**src/rtl/clk_div_pkg.sv**
```systemverilog
// Shared constants and divisor saturation helper for the multi-channel clock divider.
package clk_div_pkg;

  localparam int unsigned MIN_DIV   = 2;
  localparam int          DEF_CNT_W = 24;

  // Divisors below MIN_DIV would give a period with no high or no low phase.
  function automatic logic [31:0] sat_div(input logic [31:0] d);
    if (d < 32'(MIN_DIV)) begin
      return 32'(MIN_DIV);
    end else begin
      return d;
    end
  endfunction

endpackage

```
**src/rtl/clk_div_chan.sv**
```systemverilog
// One divider channel: period counter, live and shadow divisor, registered
// square-wave and tick outputs decoded from the next counter value.
module clk_div_chan
  import clk_div_pkg::*;
#(
  parameter int          CNT_W       = DEF_CNT_W,
  parameter int unsigned DEFAULT_DIV = 8388608
) (
  input  logic             clk,
  input  logic             rst_n,
  input  logic             en,
  input  logic             clr,
  input  logic             wr,
  input  logic [CNT_W-1:0] wr_div,
  output logic             pending,
  output logic             clk_out,
  output logic             tick
);

  logic [CNT_W-1:0] cnt_q, cnt_d;
  logic [CNT_W-1:0] div_q, div_d;
  logic [CNT_W-1:0] shadow_q, shadow_d;
  logic             pending_q, pending_d;
  logic             clk_out_q, clk_out_d;
  logic             tick_q, tick_d;
  logic [CNT_W-1:0] wr_sat_s;
  logic             run_s;

  // Next-state: a period boundary (tick, disable or clear) is the only place the divisor changes.
  always_comb begin
    wr_sat_s  = CNT_W'(sat_div(32'(wr_div)));
    cnt_d     = cnt_q;
    div_d     = div_q;
    shadow_d  = shadow_q;
    pending_d = pending_q;
    run_s     = 1'b0;
    if (clr || !en || (cnt_q == div_q - CNT_W'(1))) begin
      cnt_d     = '0;
      pending_d = 1'b0;
      run_s     = en & ~clr;
      if (wr) begin
        div_d = wr_sat_s;
      end else if (pending_q) begin
        div_d = shadow_q;
      end else begin
        div_d = div_q;
      end
    end else begin
      cnt_d = cnt_q + CNT_W'(1);
      run_s = 1'b1;
      if (wr) begin
        shadow_d  = wr_sat_s;
        pending_d = 1'b1;
      end else begin
        shadow_d  = shadow_q;
      end
    end
    clk_out_d = run_s && (cnt_d >= (div_d >> 1));
    tick_d    = run_s && (cnt_d == div_d - CNT_W'(1));
  end

  // Channel state and output flops.
  always_ff @(posedge clk or negedge rst_n) begin
    if (!rst_n) begin
      cnt_q     <= '0;
      div_q     <= CNT_W'(DEFAULT_DIV);
      shadow_q  <= '0;
      pending_q <= 1'b0;
      clk_out_q <= 1'b0;
      tick_q    <= 1'b0;
    end else begin
      cnt_q     <= cnt_d;
      div_q     <= div_d;
      shadow_q  <= shadow_d;
      pending_q <= pending_d;
      clk_out_q <= clk_out_d;
      tick_q    <= tick_d;
    end
  end

  assign pending = pending_q;
  assign clk_out = clk_out_q;
  assign tick    = tick_q;

endmodule

```
**src/rtl/clk_div_multi.sv**
```systemverilog
// Multi-channel programmable clock divider: shared divisor-write port with
// per-channel back-pressure, common phase clear, one clk_div_chan per channel.
module clk_div_multi
  import clk_div_pkg::*;
#(
  parameter int          NUM_CH      = 4,
  parameter int          CNT_W       = DEF_CNT_W,
  parameter int unsigned DEFAULT_DIV = 8388608,
  parameter int          CH_W        = (NUM_CH > 1) ? $clog2(NUM_CH) : 1
) (
  input  logic              CLOCK_50,
  input  logic              reset_n,
  input  logic [NUM_CH-1:0] en,
  input  logic              sync_clr,
  input  logic              cfg_valid,
  output logic              cfg_ready,
  input  logic [CH_W-1:0]   cfg_ch,
  input  logic [CNT_W-1:0]  cfg_div,
  output logic [NUM_CH-1:0] pending,
  output logic [NUM_CH-1:0] clk_out,
  output logic [NUM_CH-1:0] tick
);

  logic [NUM_CH-1:0] wr_s;
  logic [NUM_CH-1:0] pending_s;
  logic              ready_s;

  // Ready mux and write decode; an out-of-range channel is always ready and its write is dropped.
  always_comb begin
    ready_s = 1'b1;
    wr_s    = '0;
    for (int i = 0; i < NUM_CH; i++) begin
      if (cfg_ch == CH_W'(i)) begin
        ready_s = ~pending_s[i];
        wr_s[i] = cfg_valid & ~pending_s[i];
      end else begin
        wr_s[i] = 1'b0;
      end
    end
  end

  assign cfg_ready = ready_s;
  assign pending   = pending_s;

  for (genvar g = 0; g < NUM_CH; g++) begin : g_chan
    clk_div_chan #(
      .CNT_W       (CNT_W),
      .DEFAULT_DIV (DEFAULT_DIV)
    ) u_chan (
      .clk     (CLOCK_50),
      .rst_n   (reset_n),
      .en      (en[g]),
      .clr     (sync_clr),
      .wr      (wr_s[g]),
      .wr_div  (cfg_div),
      .pending (pending_s[g]),
      .clk_out (clk_out[g]),
      .tick    (tick[g])
    );
  end

endmodule

```
**config.mk**
```make
export PLATFORM = sky130hd
export DESIGN_NAME = clk_div_multi
export DESIGN_NICKNAME = d
export VERILOG_FILES = /design/src/rtl/clk_div_pkg.sv /design/src/rtl/clk_div_chan.sv /design/src/rtl/clk_div_multi.sv
export SDC_FILE = /design/constraint.sdc
export NUM_CORES = 1
export LEC_CHECK = 0
export ABC_CLOCK_PERIOD_IN_PS = 6600
export BUFFER_PORTS_ARGS = -buffer_cell sky130_fd_sc_hd__clkbuf_2
export CAP_MARGIN = 40
export CORE_MARGIN = 2
export CORE_UTILIZATION = 59
export CTS_BUF_LIST = sky130_fd_sc_hd__clkbuf_16
export CTS_CLUSTER_SIZE = 8
export DETAILED_ROUTE_END_ITERATION = 16
export PLACE_DENSITY_LB_ADDON = 0.05
export SETUP_SLACK_MARGIN = 0.02
export SKIP_LAST_GASP = 1
export SYNTH_ARGS = -nofsm -noshare
export SYNTH_HDL_FRONTEND = slang
export SYNTH_SLANG_ARGS = --single-unit
```
**constraint.sdc**
```tcl
create_clock -name CLOCK_50 -period 6.6 [get_ports CLOCK_50]
set_input_delay 1.32 -clock CLOCK_50 [delete_from_list [all_inputs] [get_ports CLOCK_50]]
set_output_delay 1.32 -clock CLOCK_50 [all_outputs]
set_load 0.1 [all_outputs]
```
=== Word-level counts from Yosys, hierarchy flattened ===
Index checks and enable logic that the tools add are counted.

* Bits in registers: 300
* Output and inout port bits: 13
* Input bits: 34

* Reductions and logical operators: 29
* Magnitude comparators: 5
* Mux-type cells: 37
* Bitwise gates (word level): 17
* Add/sub/neg operators: 12
* Equality and inequality tests: 11

{| class="wikitable"
|+ Operator list
! kind !! count
|-
| 24-bit two-way mux || 17
|-
| 24-bit == test || 8
|-
| 24-bit by 1-bit subtractor with 24-bit output (second input constant) || 8
|-
| 24-bit by 1-bit adder with 24-bit output (second input constant) || 4
|-
| 24-bit by 23-bit >= comparator with 1-bit output || 4
|-
| 24-bit by 2-bit < comparator with 1-bit output (second input constant) || 1
|-
| 1-bit two-way mux || 20
|-
| 1-bit inverter || 9
|-
| 1-bit bitwise AND || 8
|-
| 1-bit logical AND || 8
|-
| 1-bit logical OR || 8
|-
| 2-bit AND reduction || 4
|-
| 2-bit nonzero test || 4
|-
| 2-bit == test (second input constant) || 2
|-
| 1-bit logical NOT || 4
|-
| 2-bit by 1-bit == test with 1-bit output (second input constant) || 1
|-
| 2-bit logical NOT || 1
|}

=== Longest topological paths before layout ===
* Word-level depth: 8
* Mapped depth: 31
* Gate-level depth less buffers: 26

=== Cells and area by module ===
Synthesis repeated with hierarchy kept, for this count alone.

* Cells, all modules: 2973
* Area, all modules: 25037.8 sq um

{| class="wikitable"
|+ By module, submodules not included
! module !! cells each !! seq. area each (sq um) !! area an instance (sq um) !! instances
|-
| clk_div_chan (g_chan[1].u_chan ...) || 740 || 1878.1 || 6224.7 || 2
|-
| clk_div_chan (g_chan[0].u_chan) || 756 || 1878.1 || 6426.2 || 1
|-
| clk_div_chan (g_chan[3].u_chan) || 730 || 1878.1 || 6100.9 || 1
|-
| clk_div_multi || 7 || 0.0 || 61.3 || 1
|}

=== Worst setup path before layout ===
OpenSTA, ideal clock, no wires.

* Kind: register to register
* Start point: register g_chan[1].u_chan.div_q[0]
* End point: register g_chan[1].u_chan.clk_out_q
* Arrival time: 6016 ps
* Cell stages (with the launch flop): 32
* Data required time: 6471 ps
* Clock period less this slack: 6145 ps
* Setup time: 129 ps
* Slack: 455 ps
* Buffers on the path: 5
* Cells stage by stage: dfrtp_1 inv_1 ha_1 or4b_2 clkbuf_1 xnor2_1 a31o_2 a221o_1 nand4_1 a2111o_1 and2_1 clkbuf_1 clkbuf_1 clkbuf_1 buf_1 o22ai_1 inv_1 ha_1 nand2b_1 a21o_1 a21o_1 a21o_1 a21o_1 a21o_1 a21o_1 a21oi_1 o31ai_1 a21oi_1 nor2b_1 o21ai_0 a21oi_1 o41a_1

* Cells in the longest elaborated chain, start to end: 6
* Elaborated cells on any way between the ends: 8
* Classes of those cells: add/sub (1); order compare (1); eq/ne (1); mux (3); reduce/logical (2)

{| class="wikitable"
|+ RTL lines
! element !! line !! RTL
|-
| start: declaration || clk_div_chan.sv:21 || <nowiki>logic [CNT_W-1:0] div_q, div_d;</nowiki>
|-
| start signal: assignment || clk_div_chan.sv:66 || <nowiki>div_q <= CNT_W'(DEFAULT_DIV);</nowiki>
|-
| start signal: assignment || clk_div_chan.sv:73 || <nowiki>div_q <= div_d;</nowiki>
|-
| 24-bit by 1-bit subtractor with 24-bit output || clk_div_chan.sv:37 || <nowiki>if (clr || !en || (cnt_q == div_q - CNT_W'(1))) begin</nowiki>
|-
| 24-bit == test || clk_div_chan.sv:37 ||
|-
| 1-bit logical OR || clk_div_chan.sv:37 ||
|-
| 24-bit two-way mux || clk_div_chan.sv:37 ||
|-
| via g_chan[1].u_chan.div_d[1] || clk_div_chan.sv:21 ||
|-
| 24-bit by 23-bit >= comparator with 1-bit output || clk_div_chan.sv:58 || <nowiki>clk_out_d = run_s && (cnt_d >= (div_d >> 1));</nowiki>
|-
| 1-bit logical AND || clk_div_chan.sv:58 ||
|-
| via g_chan[1].u_chan.clk_out_d || clk_div_chan.sv:24 || <nowiki>logic clk_out_q, clk_out_d;</nowiki>
|-
| end signal: assignment || clk_div_chan.sv:76 || <nowiki>clk_out_q <= clk_out_d;</nowiki>
|-
| end: declaration || clk_div_chan.sv:24 ||
|}

The timed path passes the listed nets, and every way through them passes these cells.
A chain may end at the register's enable or synchronous reset.

=== Final worst setup path ===
* Start point: register g_chan[2].u_chan.div_q[0]
* End point: register g_chan[2].u_chan.tick_q

* Cells in the longest elaborated chain, start to end: 7
* Elaborated cells on any way between the ends: 11
* Classes of those cells: add/sub (2); eq/ne (2); mux (5); reduce/logical (2)

{| class="wikitable"
|+ RTL lines
! element !! line !! RTL
|-
| start: declaration || clk_div_chan.sv:21 ||
|-
| start signal: assignment || clk_div_chan.sv:66 ||
|-
| start signal: assignment || clk_div_chan.sv:73 ||
|-
| 24-bit by 1-bit subtractor with 24-bit output || clk_div_chan.sv:37 ||
|-
| 24-bit == test || clk_div_chan.sv:37 ||
|-
| 1-bit logical OR || clk_div_chan.sv:37 ||
|-
| 24-bit two-way mux || clk_div_chan.sv:37 ||
|-
| 24-bit by 1-bit subtractor with 24-bit output || clk_div_chan.sv:59 || <nowiki>tick_d = run_s && (cnt_d == div_d - CNT_W'(1));</nowiki>
|-
| 24-bit == test || clk_div_chan.sv:59 ||
|-
| 1-bit logical AND * || clk_div_chan.sv:59 ||
|-
| via g_chan[2].u_chan.tick_d || clk_div_chan.sv:25 || <nowiki>logic tick_q, tick_d;</nowiki>
|-
| end signal: assignment || clk_div_chan.sv:77 || <nowiki>tick_q <= tick_d;</nowiki>
|-
| end: declaration || clk_div_chan.sv:25 ||
|}

The timed path passes the listed nets; every way through them passes the cells marked *.

==> metrics.md <==
| Metric | Value |
|---|---|
| Status | `finished with violations` |
| Violated checks | `design-rule violations` |
| Top cell type's share of synthesized area | `31.4%` |
| Comb power frac | `30.8%` |
| CTS Buffer Depth | `3` |
| RePlAce Congestion | `0.953` |
| CP startpoint | `g_chan[2].u_chan.div_q[0]` |
| Final setup TNS | `0 ns` |
| Post-synth ARST share | `100%` |
| Fillers | `3409` |
| Detail Route Antenna Nets | `0` |
| Data arrival, critical path | `6.64 ns` |
| R2r endpoint | `g_chan[2].u_chan.tick` |
| Die footprint | `41600 µm²` |
| Kind of critical path | `reg2reg` |
| Final Max Slew Viols | `0` |
| I/O Pins | `47` |
| Worst VDD drop | `0.000200 V` |
| Int Power | `0.00414 W` |
| Crit-path max FO | `11` |
| Syn Std Cell Area | `23600 µm²` |
| RSZ-0062 raised after global routing | `false` |
| Startpoint types | `flip-flop` |
| Tcrit/Tclk final | `93.6%` |
| Chip width | `204 µm` |
| Clk pwr share | `31.2%` |
| Number of global-route vias before repair | `20900` |
| Routed wire length | `74.3 mm` |
| FF-to-FF Start | `g_chan[2].u_chan.div_q[0]` |
| CTS tree | `yes` |
| First-pass GRT wire length | `118 mm` |
| Layout cells sized above 1 | `10.2%` |
| Synth-to-Final Area Change | `8.44%` |
| Via count | `21600` |
| Max-Cap Viols | `0` |
| Wire per inst | `22.2 µm` |
| Die Height | `204 µm` |
| Mapped Nets | `2952` |
| Clock skew | `0.0183 ns` |
| Switching power share of the total | `37.5%` |
| DR pass1 iterations | `11` |
| Largest net degree at the start of global routing | `159` |
| HP Class | `reg2reg` |
| Fmax | `162 MHz` |
| Fin crit period | `6.18 ns` |
| Final Util | `64.6%` |
| Final number of hold-violating endpoints | `0` |
| Area leader, netlist | `dfrtp_1` |
| FP Rows | `73` |
| NetSw | `0.00248 W` |
| Relative slew slack | `37.7%` |
| Core ar. | `39500 µm²` |
| Synthesis-stage register bit count | `300` |
| Number of synthesized flops with an enable pin | `0` |
| Nets | `2931` |
| Initial core utilization | `59.6%` |
| Clock sinks | `300` |
| Initial DRC Count | `2526` |
| Pwr per Cell Area | `259 nW/µm²` |
| Synth Instances | `2814` |
| Clock transition at path regs | `0.05 ns` |
| Reg2Reg Setup Slack | `0.42 ns` |
| Leakage | `11.2 nW` |
| WP data required | `7.06 ns` |
| Global route overflow | `0` |
| H-tree Lvls | `2` |
| Residual DRC | `2` |
| Reg2Reg Depth | `21` |
| Later-pin clock latency in the skew report | `0.57 ns` |
| Via/cell ratio | `6.43` |
| End of the critical path | `g_chan[2].u_chan.tick` |
| Setup WS post-layout | `0.424 ns` |
| Syn Area/Cell | `8.38 µm²` |
| Place WS | `0.440 ns` |
| DP HPWL | `55.8 mm` |
| Global-route usage over all layers | `36.0%` |
| Clock buffer count from CTS | `43` |
| Initial antenna violation count | `2` |
| Most used DFF post-synth | `dfrtp_1` |
| Setup Viol. Count Final | `0` |
| Largest cells by area after synthesis | `dfrtp_1 31%, xnor2_1 6.5%, ha_1 5.5%` |
| Yosys warns | `0` |
| Setup crit end kind | `flip-flop` |
| CTS Root Buffer Type | `clkbuf_16` |
| Seq pwr share | `38.1%` |
| Seq/Total Area, Yosys | `31.9%` |
| Buffers on Ports | `46` |
| Distinct cells, synth | `103` |
| Slew @ Worst Pin | `0.934 ns` |
==> cell type report <==
type                       count  area, µm²  share of cell area, %
clock inverter                36        153                  0.597
clock buffer                  44       1100                   4.31
inverter                     144        541                   2.11
sequential                   300       7510                   29.4
tap                          525        657                   2.57
timing repair buffer         114        798                   3.12
multi-input combinational   2190      14800                   57.9
antenna                        2       5.00                 0.0196
==> power groups by stage <==
stage | clock network [W] | registers (W) | logic [W]
6_report | 0.00207 | 0.00252 | 0.00204
3_5_place_dp | 0 | 0.00253 | 0.00199
4_1_cts | 0.00209 | 0.00250 | 0.00200
2_1_floorplan | 0 | 0.00230 | 0.00161
5_1_grt | 0.00218 | 0.00256 | 0.00224
3_3_place_gp | 0 | 0.00252 | 0.00195
==> logic make-up after synthesis <==
family                   synth area share (%)
adder cells (fa/ha/maj)                  5.52
AO/OA/AOI/OAI                            17.6
multiplexers                             5.58
AND/OR/NAND/NOR                          22.8
flip-flops                               31.9
buffers and inverters                    5.51
XOR/XNOR                                 11.1
==> worst max-delay path, cell delays in order, from the launching register on <==
cell	delay (ns)
dfrtp_1	0.47
inv_1	0.09
ha_1	0.21
or3b_1	0.38
or4b_1	0.51
a21oi_1	0.19
o22ai_1	0.12
or4_1	0.55
o31a_1	0.38
buf_4	0.20
o22ai_1	0.19
ha_1	0.25
inv_1	0.09
nor3_1	0.31
nand3_1	0.14
mux2i_1	0.33
and2_1	0.26
and4b_1	0.35
nand4_1	0.18
a221o_1	0.39
a211o_1	0.30
a221oi_2	0.18
==> synth_stat cells (all sizes together) (69+ instances only) <==
cell,n
dfrtp,296
nand2,264
nor2,250
xnor2,176
inv,143
o21ai,133
clkbuf,123
xor2,123
a21oi,115
ha,104
nand3,93
mux2,76
nor3,75
o22ai,73
nand4,69
==> metal layers <==
layer / global-route usage [%] / routed length (µm) / vias to the layer above / share of wire (%)
li1: - / - / 10100 / -
met1: 53.0 / 34000 / 10400 / 46
met2: 53.0 / 31700 / 906 / 43
met3: 6.15 / 6060 / 156 / 8.2
met4: 13.1 / 2550 / 0 / 3.4
met5: 0 / 0 / - / 0
==> through the flow <==
step	hold slack (ns)	std cells	total power [W]	area [µm²]
detailed placement	0.464	3273	0.00452	24300
floorplan	0.441	2814	0.00391	23600
global route	0.502	3354	0.00698	25600
CTS	0.478	3353	0.00660	25500
global placement	0.459	3270	0.00447	24200
finish	0.477	3355	0.00663	25600
==> worst min path at each step <==
stage	slack (ns)	end	cells past startpoint	from
floorplan	0.44	g_chan[2].u_chan.shadow_q[0]	2	g_chan[2].u_chan.shadow_q[0]
global placement	0.46	g_chan[1].u_chan.shadow_q[15]	2	g_chan[1].u_chan.shadow_q[15]
detailed placement	0.46	g_chan[1].u_chan.shadow_q[20]	2	g_chan[1].u_chan.shadow_q[20]
CTS	0.48	g_chan[1].u_chan.shadow_q[20]	2	g_chan[1].u_chan.shadow_q[20]
global route	0.50	g_chan[1].u_chan.shadow_q[20]	2	g_chan[1].u_chan.shadow_q[20]
finish	0.48	g_chan[1].u_chan.shadow_q[20]	2	g_chan[1].u_chan.shadow_q[20]
==> state kept, by name, indices dropped and copies added, names as in the netlist <==
| signal | count |
|---|---|
| g_chan.u_chan.pending | 4 |
| g_chan.u_chan.shadow_q | 96 |
| g_chan.u_chan.cnt_q | 96 |
| g_chan.u_chan.clk_out | 4 |
| g_chan.u_chan.tick | 4 |
| g_chan.u_chan.div_q | 96 |
==> placed cells by master, fill, tap and decap left out, types with 69 or more instances in the layout <==
cell / count
o22ai_1: 72
o21ai_0: 121
mux2_2: 75
nor3_1: 74
xor2_1: 123
nand3_1: 93
ha_1: 104
dfrtp_1: 296
nand4_1: 69
a21oi_1: 115
xnor2_1: 176
inv_1: 175
nand2_1: 264
nor2_1: 247
==> repair_timing <==
| item | in CTS | in global routing |
|---|---|---|
| buffers inserted | 0 | 0 |
| endpoints found under the hold margin | 0 | 0 |
| hold buffers | 0 | 0 |
| setup endpoints to repair | 0 | 3 |
| resized for setup | 0 | 3 |
Note: power is estimated with default switching activity, not from simulation.
